## src/rtl/memory_arbiter_pkg.sv

```systemverilog
// Shared types and defaults for the two-port memory arbiter.
package memory_arbiter_pkg;

    localparam int unsigned ADDR_W_DEF = 4;
    localparam int unsigned DATA_W_DEF = 8;

    typedef enum logic [2:0] {
        ST_IDLE  = 3'd0,
        ST_SETUP = 3'd1,
        ST_WRITE = 3'd2,
        ST_READ  = 3'd3,
        ST_DONE  = 3'd4
    } state_e;

    typedef enum logic {
        OWN_A = 1'b0,
        OWN_B = 1'b1
    } owner_e;

endpackage

```

## src/rtl/memory_arbiter_if.sv

```systemverilog
// Per-requester request/response bundle; the arbiter takes the slave side.
interface memory_arbiter_if #(
    parameter int unsigned ADDR_W = 4,
    parameter int unsigned DATA_W = 8
);
    logic              req;
    logic              we;
    logic [ADDR_W-1:0] addr;
    logic [DATA_W-1:0] wdata;
    logic              done;
    logic [DATA_W-1:0] rdata;

    modport master (output req, output we, output addr, output wdata,
                    input  done, input  rdata);
    modport slave  (input  req, input  we, input  addr, input  wdata,
                    output done, output rdata);
endinterface

```

## src/rtl/memory_arbiter_rr.sv

```systemverilog
// Two-way round-robin arbiter: combinational one-hot grant plus last-grant flop.
module rr_arbiter2
    import memory_arbiter_pkg::*;
(
    input  logic       clk_i,
    input  logic       rst_ni,
    input  logic       req_a_i,
    input  logic       req_b_i,
    input  logic       accept_i,
    output logic [1:0] gnt_o
);

    owner_e last_q, last_d;

    always_comb begin
        gnt_o = '0;
        if (req_a_i && req_b_i) begin
            gnt_o = (last_q == OWN_B) ? 2'b01 : 2'b10;
        end else if (req_a_i) begin
            gnt_o = 2'b01;
        end else if (req_b_i) begin
            gnt_o = 2'b10;
        end
    end

    always_comb begin
        last_d = last_q;
        if (accept_i && (gnt_o != '0)) begin
            last_d = gnt_o[1] ? OWN_B : OWN_A;
        end
    end

    always_ff @(posedge clk_i or negedge rst_ni) begin
        if (!rst_ni) begin
            last_q <= OWN_B;
        end else begin
            last_q <= last_d;
        end
    end

endmodule

```

## src/rtl/memory_arbiter.sv

```systemverilog
// Arbitrates two requesters onto one latch-based memory port and sequences
// SETUP -> WRITE/READ -> DONE with fully registered outputs.
module memory_arbiter
    import memory_arbiter_pkg::*;
#(
    parameter int unsigned ADDR_W     = ADDR_W_DEF,
    parameter int unsigned DATA_W     = DATA_W_DEF,
    parameter int unsigned RD_LATENCY = 2
) (
    input  logic              clk_i,
    input  logic              reset_ni,
    memory_arbiter_if.slave   a_if,
    memory_arbiter_if.slave   b_if,
    output logic              mem_activate_o,
    output logic              mem_write_o,
    output logic              mem_read_o,
    output logic [ADDR_W-1:0] mem_addrin_o,
    output logic [ADDR_W-1:0] mem_addrout_o,
    output logic [DATA_W-1:0] mem_datain_o,
    input  logic [DATA_W-1:0] mem_dataout_i,
    output logic              busy_o
);

    state_e            state_q, state_d;
    owner_e            owner_q, owner_d;
    logic              we_q, we_d;
    logic [ADDR_W-1:0] addr_q, addr_d;
    logic [DATA_W-1:0] wdata_q, wdata_d;
    logic [2:0]        cnt_q, cnt_d;
    logic              act_q, act_d, wr_q, wr_d, rd_q, rd_d, busy_q, busy_d;
    logic [ADDR_W-1:0] addrin_q, addrin_d, addrout_q, addrout_d;
    logic [DATA_W-1:0] datain_q, datain_d;
    logic              done_a_q, done_a_d, done_b_q, done_b_d;
    logic [DATA_W-1:0] rdata_a_q, rdata_a_d, rdata_b_q, rdata_b_d;
    logic [1:0]        gnt;
    logic              accept;

    rr_arbiter2 u_rr (
        .clk_i    (clk_i),
        .rst_ni   (reset_ni),
        .req_a_i  (a_if.req),
        .req_b_i  (b_if.req),
        .accept_i (accept),
        .gnt_o    (gnt)
    );

    always_comb begin
        state_d   = state_q;
        owner_d   = owner_q;
        we_d      = we_q;
        addr_d    = addr_q;
        wdata_d   = wdata_q;
        cnt_d     = cnt_q;
        rdata_a_d = rdata_a_q;
        rdata_b_d = rdata_b_q;
        accept    = 1'b0;
        case (state_q)
            ST_IDLE: begin
                if (gnt != '0) begin
                    accept  = 1'b1;
                    owner_d = gnt[1] ? OWN_B : OWN_A;
                    we_d    = gnt[1] ? b_if.we    : a_if.we;
                    addr_d  = gnt[1] ? b_if.addr  : a_if.addr;
                    wdata_d = gnt[1] ? b_if.wdata : a_if.wdata;
                    state_d = ST_SETUP;
                end
            end
            ST_SETUP: begin
                state_d = we_q ? ST_WRITE : ST_READ;
                cnt_d   = 3'(RD_LATENCY - 1);
            end
            ST_WRITE: state_d = ST_DONE;
            ST_READ: begin
                if (cnt_q == '0) begin
                    if (owner_q == OWN_A) rdata_a_d = mem_dataout_i;
                    else                  rdata_b_d = mem_dataout_i;
                    state_d = ST_DONE;
                end else begin
                    cnt_d = cnt_q - 3'd1;
                end
            end
            ST_DONE: state_d = ST_IDLE;
            default: state_d = ST_IDLE;
        endcase
    end

    // Outputs are decoded from the next state so they register in step with it.
    always_comb begin
        act_d     = (state_d == ST_SETUP) || (state_d == ST_WRITE) || (state_d == ST_READ);
        wr_d      = (state_d == ST_WRITE);
        rd_d      = (state_d == ST_READ);
        busy_d    = (state_d != ST_IDLE);
        done_a_d  = (state_d == ST_DONE) && (owner_d == OWN_A);
        done_b_d  = (state_d == ST_DONE) && (owner_d == OWN_B);
        addrin_d  = addrin_q;
        addrout_d = addrout_q;
        datain_d  = datain_q;
        if (state_d == ST_SETUP) begin
            addrin_d  = addr_d;
            addrout_d = addr_d;
            datain_d  = wdata_d;
        end
    end

    always_ff @(posedge clk_i or negedge reset_ni) begin
        if (!reset_ni) begin
            state_q   <= ST_IDLE;
            owner_q   <= OWN_A;
            we_q      <= 1'b0;
            addr_q    <= '0;
            wdata_q   <= '0;
            cnt_q     <= '0;
            act_q     <= 1'b0;
            wr_q      <= 1'b0;
            rd_q      <= 1'b0;
            busy_q    <= 1'b0;
            addrin_q  <= '0;
            addrout_q <= '0;
            datain_q  <= '0;
            done_a_q  <= 1'b0;
            done_b_q  <= 1'b0;
            rdata_a_q <= '0;
            rdata_b_q <= '0;
        end else begin
            state_q   <= state_d;
            owner_q   <= owner_d;
            we_q      <= we_d;
            addr_q    <= addr_d;
            wdata_q   <= wdata_d;
            cnt_q     <= cnt_d;
            act_q     <= act_d;
            wr_q      <= wr_d;
            rd_q      <= rd_d;
            busy_q    <= busy_d;
            addrin_q  <= addrin_d;
            addrout_q <= addrout_d;
            datain_q  <= datain_d;
            done_a_q  <= done_a_d;
            done_b_q  <= done_b_d;
            rdata_a_q <= rdata_a_d;
            rdata_b_q <= rdata_b_d;
        end
    end

    assign a_if.done      = done_a_q;
    assign a_if.rdata     = rdata_a_q;
    assign b_if.done      = done_b_q;
    assign b_if.rdata     = rdata_b_q;
    assign mem_activate_o = act_q;
    assign mem_write_o    = wr_q;
    assign mem_read_o     = rd_q;
    assign mem_addrin_o   = addrin_q;
    assign mem_addrout_o  = addrout_q;
    assign mem_datain_o   = datain_q;
    assign busy_o         = busy_q;

endmodule

```

## src/flat_wrapper.sv

```systemverilog
// flat-port wrapper written by rule: the top's interface ports become plain ports
module memory_arbiter_flat import memory_arbiter_pkg::*;
#(
    parameter int unsigned ADDR_W     = ADDR_W_DEF,
    parameter int unsigned DATA_W     = DATA_W_DEF,
    parameter int unsigned RD_LATENCY = 2
)
  (clk_i, reset_ni, mem_activate_o, mem_write_o, mem_read_o, mem_addrin_o, mem_addrout_o, mem_datain_o, mem_dataout_i, busy_o, a_if_req, a_if_we, a_if_addr, a_if_wdata, a_if_done, a_if_rdata, b_if_req, b_if_we, b_if_addr, b_if_wdata, b_if_done, b_if_rdata);
  memory_arbiter_if #(.ADDR_W(ADDR_W), .DATA_W(DATA_W)) a_if_i ();
  memory_arbiter_if #(.ADDR_W(ADDR_W), .DATA_W(DATA_W)) b_if_i ();
  input  logic clk_i;
  input  logic reset_ni;
  output logic mem_activate_o;
  output logic mem_write_o;
  output logic mem_read_o;
  output logic [ADDR_W-1:0] mem_addrin_o;
  output logic [ADDR_W-1:0] mem_addrout_o;
  output logic [DATA_W-1:0] mem_datain_o;
  input  logic [DATA_W-1:0] mem_dataout_i;
  output logic busy_o;
  input wire logic [$bits(a_if_i.req)-1:0] a_if_req;
  input wire logic [$bits(a_if_i.we)-1:0] a_if_we;
  input wire logic [$bits(a_if_i.addr)-1:0] a_if_addr;
  input wire logic [$bits(a_if_i.wdata)-1:0] a_if_wdata;
  output wire logic [$bits(a_if_i.done)-1:0] a_if_done;
  output wire logic [$bits(a_if_i.rdata)-1:0] a_if_rdata;
  input wire logic [$bits(b_if_i.req)-1:0] b_if_req;
  input wire logic [$bits(b_if_i.we)-1:0] b_if_we;
  input wire logic [$bits(b_if_i.addr)-1:0] b_if_addr;
  input wire logic [$bits(b_if_i.wdata)-1:0] b_if_wdata;
  output wire logic [$bits(b_if_i.done)-1:0] b_if_done;
  output wire logic [$bits(b_if_i.rdata)-1:0] b_if_rdata;
  assign a_if_i.req = a_if_req;
  assign a_if_i.we = a_if_we;
  assign a_if_i.addr = a_if_addr;
  assign a_if_i.wdata = a_if_wdata;
  assign a_if_done = a_if_i.done;
  assign a_if_rdata = a_if_i.rdata;
  assign b_if_i.req = b_if_req;
  assign b_if_i.we = b_if_we;
  assign b_if_i.addr = b_if_addr;
  assign b_if_i.wdata = b_if_wdata;
  assign b_if_done = b_if_i.done;
  assign b_if_rdata = b_if_i.rdata;
  memory_arbiter #(.ADDR_W(ADDR_W), .DATA_W(DATA_W), .RD_LATENCY(RD_LATENCY)) u_core (.clk_i(clk_i), .reset_ni(reset_ni), .a_if(a_if_i), .b_if(b_if_i), .mem_activate_o(mem_activate_o), .mem_write_o(mem_write_o), .mem_read_o(mem_read_o), .mem_addrin_o(mem_addrin_o), .mem_addrout_o(mem_addrout_o), .mem_datain_o(mem_datain_o), .mem_dataout_i(mem_dataout_i), .busy_o(busy_o));
endmodule
```

## config.mk

```make
export PLATFORM = sky130hd
export DESIGN_NAME = memory_arbiter_flat
export DESIGN_NICKNAME = d
export VERILOG_FILES = /design/src/rtl/memory_arbiter_pkg.sv /design/src/rtl/memory_arbiter_if.sv /design/src/rtl/memory_arbiter_rr.sv /design/src/rtl/memory_arbiter.sv /design/src/flat_wrapper.sv
export SDC_FILE = /design/constraint.sdc
export NUM_CORES = 1
export LEC_CHECK = 0
export ABC_AREA = 1
export CELL_PAD_IN_SITES_DETAIL_PLACEMENT = 0
export CELL_PAD_IN_SITES_GLOBAL_PLACEMENT = 1
export CORE_UTILIZATION = 34
export CTS_CLUSTER_DIAMETER = 60
export CTS_CLUSTER_SIZE = 25
export DETAILED_ROUTE_END_ITERATION = 8
export GPL_ROUTABILITY_DRIVEN = 0
export PLACE_DENSITY = 0.83
export SLEW_MARGIN = 20
export SYNTH_ARGS = -nofsm -noshare
export SYNTH_HDL_FRONTEND = slang
export SYNTH_SLANG_ARGS = --single-unit
```

## constraint.sdc

```tcl
create_clock -name clk_i -period 2.9 [get_ports clk_i]
set_clock_uncertainty 0.2 [all_clocks]
set_input_delay 0.58 -clock clk_i [delete_from_list [all_inputs] [get_ports clk_i]]
set_output_delay 0.58 -clock clk_i [all_outputs]
set_load 0.005 [all_outputs]
```

==> summary by stage <==
STA
The highest attainable clock frequency is 504 MHz. For the pin with the worst max-slew slack, the measured transition is 0.422 ns. The total count of max-transition violations in the final report is 0.

The worst hold slack across all endpoints is 0.265 ns. In this run the tightest slew margin relative to its limit is 71.9%. Across all setup checks in the final design, the least slack found is 0.915 ns. The number of endpoints failing setup at the final stage is 0. Setup repair after global routing left no endpoint under its margin. Counting I/O delays and the setup requirement, the final critical path takes 1.99 ns. In the finished design, the share of the clock period the worst path needs comes to 68.5%. The final hold violation count came to 0.

The setup TNS is 0 ns.

Setup path
The buffers plus inverters on the worst setup path is 1. Tracing the worst setup path back leads to its startpoint at u_core.mem_addrin_o[1]. In this run the critical register-to-register path is captured at u_core.mem_datain_o[4]. The cell at the slowest stage of the critical path is clkdlybuf4s50_1.

STA puts the critical path data arrival time at 1.21 ns. In this run the critical register-to-register path is launched from u_core.state_q[2]. The critical path goes through clkdlybuf4s50_1. At the worst endpoint, the required time is 2.12 ns. Setup slack on the worst reg-to-reg path comes out at 1.24 ns. In this run the number of cells on the critical path is 1.

The sort of element at the end of the critical path is an output pin. The worst setup path is of the flop to output pin kind. The type of origin of the critical path is a flop. The kind of cell adding the most delay to the critical path is buffers and inverters. The largest incremental delay on the critical path is 0.52 ns.

The worst register-to-register path has a depth of 5. Along the worst path, the maximum fanout reaches 3. The endpoint of the most critical setup path is mem_addrin_o[1].

Routing
The remaining routing DRC violations is 0. The mean routed wirelength per cell is 10.9 µm. The first-pass detailed-route iteration total is 4. After the first detailed-routing iteration, the DRC count stood at 65.

After detailed routing, the number of vias per cell comes to 4.30. The final layout contains routed wiring with a total length of 4.23 mm. The number of vias in the routed layout is 1670.

The remaining number of nets flagged by the antenna check after routing is 0.

Global route
The number of antenna violations at the first check in global routing was 0. The largest net degree at the start of global routing is 22. The number of global-route vias before repair is 1563. The aggregate global routing overflow is 0. The first global-routing pass estimated 7.25 mm of wire. The total routing resource utilization after global routing is 15.0%.

Cells and area
The most common library cell in the layout ignoring fill and taps is nand2_1. Compared with the post-synthesis result, the final layout area differs by 43.0%. For this run, the post-layout net count is 355. The share of the core filled with cells is 51.7%. The antenna cell count is 0.

In the layout the commonest cells are nand2_1 (83), clkdlybuf4s50_1 (74), inv_1 (44). The layout cell share with drive strength beyond 1 is 10.1%. The filler-free cell count of the finished design is 388.

Logic synthesis
The mean area per synthesized cell is 8.52 µm². Synthesis instantiated 25 different standard cells from the library. During synthesis, Yosys emitted a total of 0 warnings.

Yosys attributes the largest share of cell area to dfrtp_1 (51%), nand2_1 (15%), inv_1 (8.0%). The number of nets handed over by synthesis was 281. The sequential element share of the synthesized area is 52.5%.

Synthesis handed over a netlist of 241 instances. The top cell type by area accounts for 51.2% of the synthesized area. Of all cell types, the one taking the most synthesized area is dfrtp_1. In this run, synthesis produced a sequential element count of 43. The synthesized netlist occupies a cell area of 0.00205 mm².

Floorplan
The total area inside the core boundary comes to 0.00568 mm². Once the floorplan was initialized, standard cells occupied 36.2% of the core. The count of pins on the block boundary is 76. The number of cell rows is 27. The die covers 0.00635 mm². The vertical extent of the die is 79.7 µm. From left edge to right edge, the die measures 79.7 µm.

Outcome
The run finished with clean final reports.

Place
Counting tap cells, the placed design contains a total of 379 instances. The count of port buffers added during placement is 75. The post-placement worst setup slack is 0.703 ns. The total half-perimeter wirelength after legalization and detailed placement is 3.16 mm.

Clock network
Clock-pin slew was measured on the worst setup and hold paths at 0.08 ns. The clock buffer count from CTS is 5. The tree is rooted in a clkbuf_8.

The clock passes through at most 2 buffers. The worst-skew pair later-pin latency is 0.29 ns. The clock drives 43 sinks. The number of H-tree levels is 2. TritonCTS built the clock tree. The number of setup buffers added after CTS is 0.

Power and ir drop
In this run the power density over the cells is 940 mW/mm². The analysis attributes to cell leakage a power of 1.51 nW. The worst-case IR drop observed on VDD is 0.381 mV.

Run
Across the run, the number of max-cap violations was 0.

Worst hold path
The startpoint of the most critical hold path is u_core.u_rr.last_q. The tightest min-delay check is of the flop to flop type.
[final cells by class]
| cell class | instances | area, µm² |
|---|---|---|
| fillers | 546 | 2740 |
| flip-flops and latches | 43 | 1080 |
| repair buffers | 79 | 778 |
| multi-input cells | 141 | 717 |
| inverters | 45 | 169 |
| clock buffers | 7 | 96.3 |
| well taps | 72 | 90.1 |
| clock inverters | 1 | 7.51 |
[worst min path at each step]
stage	endpoint	slack, ns	depth (start not counted)
2_1_floorplan	u_core.a_if.done	0.08	0
3_3_place_gp	u_core.mem_addrin_o[0]	0.24	1
3_5_place_dp	u_core.mem_datain_o[5]	0.23	1
4_1_cts	u_core.u_rr.last_q	0.27	2
5_1_grt	u_core.u_rr.last_q	0.29	2
6_report	u_core.u_rr.last_q	0.26	2
[flip-flops by register name (all words and copies together), names as in the netlist, 3 cells and up]
register             cells
u_core.cnt_q             3
u_core.mem_addrin_o      4
u_core.mem_datain_o      8
u_core.a_if.rdata        8
u_core.state_q           3
u_core.b_if.rdata        8
[worst register-to-register path: cells and delay by family (launching register included)]
family                 cells  cell delay, ns
AND/OR/NAND/NOR            4            0.64
flip-flops                 1            0.48
buffers and inverters      1            0.29
[power breakdown]
part	leakage (nW)	switching [mW]	total, mW	internal, mW
Clock	0.0505	0.201	0.418	0.217
Sequential	0.517	0.189	1.08	0.890
Combinational	0.945	0.558	1.26	0.706
[layer usage]
metal / vias up / wire (µm) / track usage (%)
li1: 867 / - / -
met1: 755 / 1940 / 19.4
met2: 41 / 2020 / 23.8
met3: 7 / 202 / 4.34
met4: 0 / 73 / 5.45
met5: - / 0 / 0
[through the flow]
step	power, mW	instance area (µm²)
after global routing	2.99	2940
final	2.76	2940
after detailed placement	2.37	2820
after CTS	2.81	2940
after floorplan	1.74	2050
after global placement	2.35	2820
[logic make-up (layout without fill, tap and decap cells)]
kind of cell | Yosys count | after routing | synth area share (%)
xor gates and xnor gates | 1 | 1 | 0.427
adders and majority gates | 2 | 2 | 1.22
DFF | 43 | 43 | 52.5
AOI/OAI and AO/OA | 20 | 20 | 6.46
buffers and inverters | 57 | 132 | 12.6
and+or+nand+nor | 118 | 118 | 26.8
[synth_stat cells, drive strengths merged]
master and number:
o21ai 18, a21oi 1, nand3 17, nand2 89, nand3b 2, nor2 6
nand4 4, buf 11, inv 45, clkbuf 1, ha 2, o21bai 1
dfrtp 42, dfstp 1, xnor2 1
[what timing repair did]
action / 4_1_cts / 5_1_grt
hold endpoints to repair: 6 / 0
hold buffers: 1 / 0
gates resized for setup: 0 / 0
Power figures use the tool's default switching activity.
